## src/rtl/alap_pkg.sv

```systemverilog
// Shared types and constants for the ALAP controller and its function units.
package alap_pkg;

   localparam int F1_F_W = 4;
   localparam int F2_F_W = 2;

   localparam logic [F1_F_W-1:0] F1_FN_A = 4'h0;
   localparam logic [F1_F_W-1:0] F1_FN_B = 4'h1;
   localparam logic [F2_F_W-1:0] F2_FN_A = 2'h0;

   typedef enum logic [2:0] {
      ST_IDLE   = 3'd0,
      ST_LOAD   = 3'd1,
      ST_STEP_A = 3'd2,
      ST_STEP_B = 3'd3,
      ST_DONE   = 3'd4
   } state_t;

   typedef struct packed {
      logic              busy;
      logic              done;
      logic              in0_oe;
      logic              in1_oe;
      logic              f1_oe;
      logic              f2_oe;
      logic              out_oe;
      logic              r2_sel;
      logic              r1_en;
      logic              r2_en;
      logic              r3_en;
      logic [F1_F_W-1:0] f1_f;
      logic [F2_F_W-1:0] f2_f;
   } ctrl_t;

endpackage

```

## src/rtl/alap_ctrl.sv

```systemverilog
// Moore sequencer for alap_dp: load, N two-step F1/F2 iterations, then present
// the result until acknowledged. Sole owner of the datapath tristate enables.
module alap_ctrl
   import alap_pkg::*;
#(
   parameter int                ITER_W = 4,
   parameter logic [F1_F_W-1:0] F1_A   = F1_FN_A,
   parameter logic [F2_F_W-1:0] F2_A   = F2_FN_A,
   parameter logic [F1_F_W-1:0] F1_B   = F1_FN_B
) (
   input  logic              clk,
   input  logic              rst,
   input  logic              start,
   input  logic              ack,
   input  logic [ITER_W-1:0] iter,
   output logic              busy,
   output logic              done,
   output logic              in0_oe,
   output logic              in1_oe,
   output logic              f1_oe,
   output logic              f2_oe,
   output logic              out_oe,
   output logic              r2_sel,
   output logic              r1_en,
   output logic              r2_en,
   output logic              r3_en,
   output logic [F1_F_W-1:0] f1_f,
   output logic [F2_F_W-1:0] f2_f
);

   localparam logic [ITER_W-1:0] CNT_ONE = ITER_W'(1);

   state_t            r_state;
   logic [ITER_W-1:0] r_cnt;
   ctrl_t             r_ctrl;

   // Output decode of a state; registered together with the state itself so
   // the outputs are always the Moore decode of the current state.
   function automatic ctrl_t ctrl_of(input state_t s);
      ctrl_t c;
      c = '0;
      case (s)
         ST_LOAD: begin
            c.busy   = 1'b1;
            c.in0_oe = 1'b1;
            c.in1_oe = 1'b1;
            c.r1_en  = 1'b1;
            c.r2_en  = 1'b1;
            c.r3_en  = 1'b1;
         end
         ST_STEP_A: begin
            c.busy  = 1'b1;
            c.f1_oe = 1'b1;
            c.f1_f  = F1_A;
            c.r3_en = 1'b1;
            c.f2_oe = 1'b1;
            c.f2_f  = F2_A;
            c.r2_en = 1'b1;
         end
         ST_STEP_B: begin
            c.busy  = 1'b1;
            c.f1_oe = 1'b1;
            c.f1_f  = F1_B;
            c.r1_en = 1'b1;
         end
         ST_DONE: begin
            c.done   = 1'b1;
            c.out_oe = 1'b1;
         end
         default: c = '0;
      endcase
      return c;
   endfunction

   // Sequencer state, iteration down-counter and registered control outputs.
   always_ff @(posedge clk or negedge rst) begin
      if (!rst) begin
         r_state <= ST_IDLE;
         r_cnt   <= '0;
         r_ctrl  <= '0;
      end else begin
         case (r_state)
            ST_IDLE: begin
               if (start) begin
                  r_cnt   <= iter;
                  r_state <= ST_LOAD;
                  r_ctrl  <= ctrl_of(ST_LOAD);
               end
            end
            ST_LOAD: begin
               if (r_cnt == '0) begin
                  r_state <= ST_DONE;
                  r_ctrl  <= ctrl_of(ST_DONE);
               end else begin
                  r_state <= ST_STEP_A;
                  r_ctrl  <= ctrl_of(ST_STEP_A);
               end
            end
            ST_STEP_A: begin
               r_state <= ST_STEP_B;
               r_ctrl  <= ctrl_of(ST_STEP_B);
            end
            ST_STEP_B: begin
               // Guarded decrement: the counter saturates rather than wrapping.
               if (r_cnt != '0) begin
                  r_cnt <= r_cnt - CNT_ONE;
               end
               if (r_cnt <= CNT_ONE) begin
                  r_state <= ST_DONE;
                  r_ctrl  <= ctrl_of(ST_DONE);
               end else begin
                  r_state <= ST_STEP_A;
                  r_ctrl  <= ctrl_of(ST_STEP_A);
               end
            end
            ST_DONE: begin
               if (ack) begin
                  r_state <= ST_IDLE;
                  r_ctrl  <= ctrl_of(ST_IDLE);
               end
            end
            default: begin
               r_state <= ST_IDLE;
               r_cnt   <= '0;
               r_ctrl  <= '0;
            end
         endcase
      end
   end

   assign busy   = r_ctrl.busy;
   assign done   = r_ctrl.done;
   assign in0_oe = r_ctrl.in0_oe;
   assign in1_oe = r_ctrl.in1_oe;
   assign f1_oe  = r_ctrl.f1_oe;
   assign f2_oe  = r_ctrl.f2_oe;
   assign out_oe = r_ctrl.out_oe;
   assign r2_sel = r_ctrl.r2_sel;
   assign r1_en  = r_ctrl.r1_en;
   assign r2_en  = r_ctrl.r2_en;
   assign r3_en  = r_ctrl.r3_en;
   assign f1_f   = r_ctrl.f1_f;
   assign f2_f   = r_ctrl.f2_f;

endmodule

```

## config.mk

```make
export PLATFORM = sky130hd
export DESIGN_NAME = alap_ctrl
export DESIGN_NICKNAME = d
export VERILOG_FILES = /design/src/rtl/alap_pkg.sv /design/src/rtl/alap_ctrl.sv
export SDC_FILE = /design/constraint.sdc
export NUM_CORES = 1
export LEC_CHECK = 0
export CORE_UTILIZATION = 45
export DETAILED_ROUTE_END_ITERATION = 7
export HOLD_SLACK_MARGIN = 0.05
export PLACE_DENSITY_LB_ADDON = 0.3
export SLEW_MARGIN = 40
export SYNTH_ARGS = -nofsm -noshare
export SYNTH_HDL_FRONTEND = slang
export SYNTH_SLANG_ARGS = --single-unit
```

## constraint.sdc

```tcl
create_clock -name clk -period 2.25 [get_ports clk]
set_clock_uncertainty 0.2 [all_clocks]
set_input_delay 0.45 -clock clk [delete_from_list [all_inputs] [get_ports clk]]
set_output_delay 0.45 -clock clk [all_outputs]
set_load 0.01 [all_outputs]
```

==> impl_results.md, run 1 <==
* Run status: complete, but fails checks
* Failing checks: design-rule violations
* Synth async-reset ratio at 1.000
* Port Buffer Count at 18
* Crit path capture type: output pin
* Die Ht at 43.76 um
* Cell area after synthesis at 784.5 um2
* Final HPWL DP at 1367 um
* CTS tree: done
* Core region area at 1559 um2
* CTS H-tree depth at 1
* FF-to-FF Start: r_state[0]
* Routed Antenna Nets at 0
* CTS root buf: clkbuf_4
* Setup TNS Final at 0 ns
* Largest net degree at the start of global routing at 18
* Synthesized flop and latch total at 12
* Fin crit share at 0.9566
* Worst IR Drop VDD at 0.7576 mV
* Sequential element share of the synthesized area at 0.3828
* Slew Viols, Final at 0
* DR WL/cell at 15.33 um
* Ant. Diodes at 0
* Initial DRC Count at 19
* Final WS setup at 0.09769 ns
* R2R Setup Slk at 0.41 ns
* Chip width at 43.76 um
* Final #Nets at 116
* Post-CTS Setup Repair Bufs at 0
* Post-CTS Resized at 0
* Number of max-cap violations at 0
* Fin. Hold Viols at 0
* Post-CTS Hold Buffers at 0
* Detailed Routing Iterations Pass 1 at 7
* Kind of critical path: reg2out
* Fillers at 148
* WP buf/inv at 1
* Rows at 14
* Max frequency at 0.4646 GHz
* Vias in the first global route at 634
* Top_reg_cell synth: dfrtp_1
* Io pins at 25
* Slew HR at 0.6192
* Max incr delay on CP at 0.62 ns
* Share of post-route cells with drive strength above 1 at 0.09524
* Total GRT Usage at 0.2138
* Total number of vias at 722
* Initial core utilization at 0.5032
* Clk buf depth at 2
* Warnings, synthesis at 0
* Pleak at 0.4227 nW
* RSZ-0062 raised after global routing: false
* Reg2Reg Depth at 4
* Via-to-Cell Ratio at 5.967
* Slew @ Worst Pin at 0.5694 ns
* Die area at 1915 um2
* Syn_area_per_cell at 9.017 um2
* Clk slew on worst S/H paths at 0.09 ns
* Worst EP required at 1.60 ns
* Overall routed net length at 1855 um
* Worst r2r dst: r_cnt[1]
* CP cell instances: clkdlybuf4s50_1
* Antenna violations before repair at 0
* Crit start category: flop
* Min-delay worst type: in2async
* EDFF count, synth at 0
* Global-route wire length before repair at 2946 um
* # DRC at 1
* Clock Latency Late Sink at 0.28 ns
* CP max-delay cell: clkdlybuf4s50_1
* Final Wtd Congestion at 0.8992
* Cells after Synth at 87
* Cell family contributing the most delay on the critical path: buffers and inverters
* Final Power at 0.001399 W
* Final setup violating endpoints at 0
* PD cells at 1431 nW/um2
* Sink Count at 12
* Min Hold Slack at 0.3232 ns
* Area Overhead vs Synth at 24.56%
* Setup WS pre-CTS at 0.2071 ns
* GRT Residual Overflow at 0
* Worst EP arrival at 1.50 ns
* Inserted Clock Buffers at 3
* Fin crit period at 2.152 ns
* Crit-path max FO at 13
* Synth unique cells at 39
-- layout by cell type, fill, tap and decap left out, types with 2 or more instances in the layout --
master and count:
buf_4 4, a21oi_1 4, nand3_1 3, o21ai_1 2, clkdlybuf4s50_1 18, nand2_1 4, nor3b_1 2, o22ai_1 3
clkbuf_4 3, a32oi_1 3, inv_1 5, conb_1 6, nand2b_1 2, ha_1 2, nor2_1 8, and2_1 2
dfrtp_1 12
-- metal layers --
layer / global-route usage / vias up / routed length [um]
li1: - / 338 / -
met1: 0.2846 / 343 / 799
met2: 0.3403 / 39 / 869
met3: 0.05417 / 2 / 179
met4: 0.06875 / 0 / 6
met5: 0 / - / 0
-- worst max path at each step --
| stage | startpoint | end | slack, ns | cells after the start |
|---|---|---|---|---|
| floorplan | r_cnt[0] | r_cnt[0] | 0.57 | 5 |
| global placement | start | r_cnt[1] | 0.26 | 4 |
| detailed placement | start | r_cnt[1] | 0.21 | 4 |
| CTS | r_state[1] | f1_oe | 0.12 | 1 |
| global route | r_state[1] | f1_oe | 0.06 | 1 |
| finish | r_state[1] | f1_oe | 0.1 | 1 |
-- cells in the mapped netlist, types with 2 or more instances --
| library cell | instances | area, um2 |
|---|---|---|
| inv_1 | 5 | 18.77 |
| dfrtp_1 | 12 | 300.3 |
| o21ai_1 | 2 | 10.01 |
| o22ai_1 | 3 | 18.77 |
| a32oi_1 | 3 | 26.28 |
| and2_1 | 2 | 12.51 |
| buf_2 | 2 | 10.01 |
| buf_4 | 9 | 67.56 |
| nand2_1 | 4 | 15.01 |
| nand3_1 | 3 | 15.01 |
| nand2b_1 | 2 | 12.51 |
| ha_1 | 2 | 25.02 |
| nor3b_1 | 2 | 15.01 |
| a21oi_1 | 4 | 20.02 |
| nor2_1 | 8 | 30.03 |
-- worst register-to-register path: stages (launching register included) --
cell	delay [ns]
dfrtp_1	0.49
buf_4	0.21
or4b_4	0.55
o211ai_1	0.11
o221ai_1	0.15
-- final cells by class --
class / count / area, um2 / area share
Timing Repair Buffer: 22 / 210.2 / 0.2151
Tap cell: 16 / 20.02 / 0.02049
Sequential cell: 12 / 300.3 / 0.3073
Clock buffer: 4 / 36.28 / 0.03713
Inverter: 6 / 22.52 / 0.02305
Multi-Input combinational cell: 61 / 387.9 / 0.3969
-- report_power, final --
| part | switching (W) | total (W) | internal (W) |
|---|---|---|---|
| logic | 0.000368 | 0.000756 | 0.000388 |
| registers | 0.000142 | 0.000459 | 0.000317 |
| clock network | 0.0000853 | 0.000184 | 0.0000986 |
| total | 0.000595 | 0.00140 | 0.000803 |
-- sequential cells by signal (all words and copies together), names as in the netlist --
name and cells:
r_cnt 4, r_state 3, busy 1, f1_f 1
f2_oe 1, in0_oe 1, r2_en 1
-- stage by stage --
step           utilization  cells  cell area (um2)
5_1_grt             0.6268    121            977.2
3_3_place_gp        0.6035    117            940.9
2_1_floorplan            -     92            803.3
3_5_place_dp        0.6035    117            940.9
6_report            0.6268    121            977.2
4_1_cts             0.6268    121            977.2
-- logic make-up after synthesis --
family                     after synthesis  share of synthesized area
and+or+nand+nor                         31                     0.2344
AOI/OAI and AO/OA                       22                     0.1994
buffers and inverters                   19                     0.1467
DFF                                     12                     0.3828
adders and majority gates                2                    0.03189
other                                    1                   0.004780
(Power assumes the default switching activity.)
==> run 2, diff against run 1 <==
ABC_CLOCK_PERIOD_IN_PS = 2250   (was not set)
==> results of run 2 <==
Final layout, timing and power as in run 1 (identical DEF).
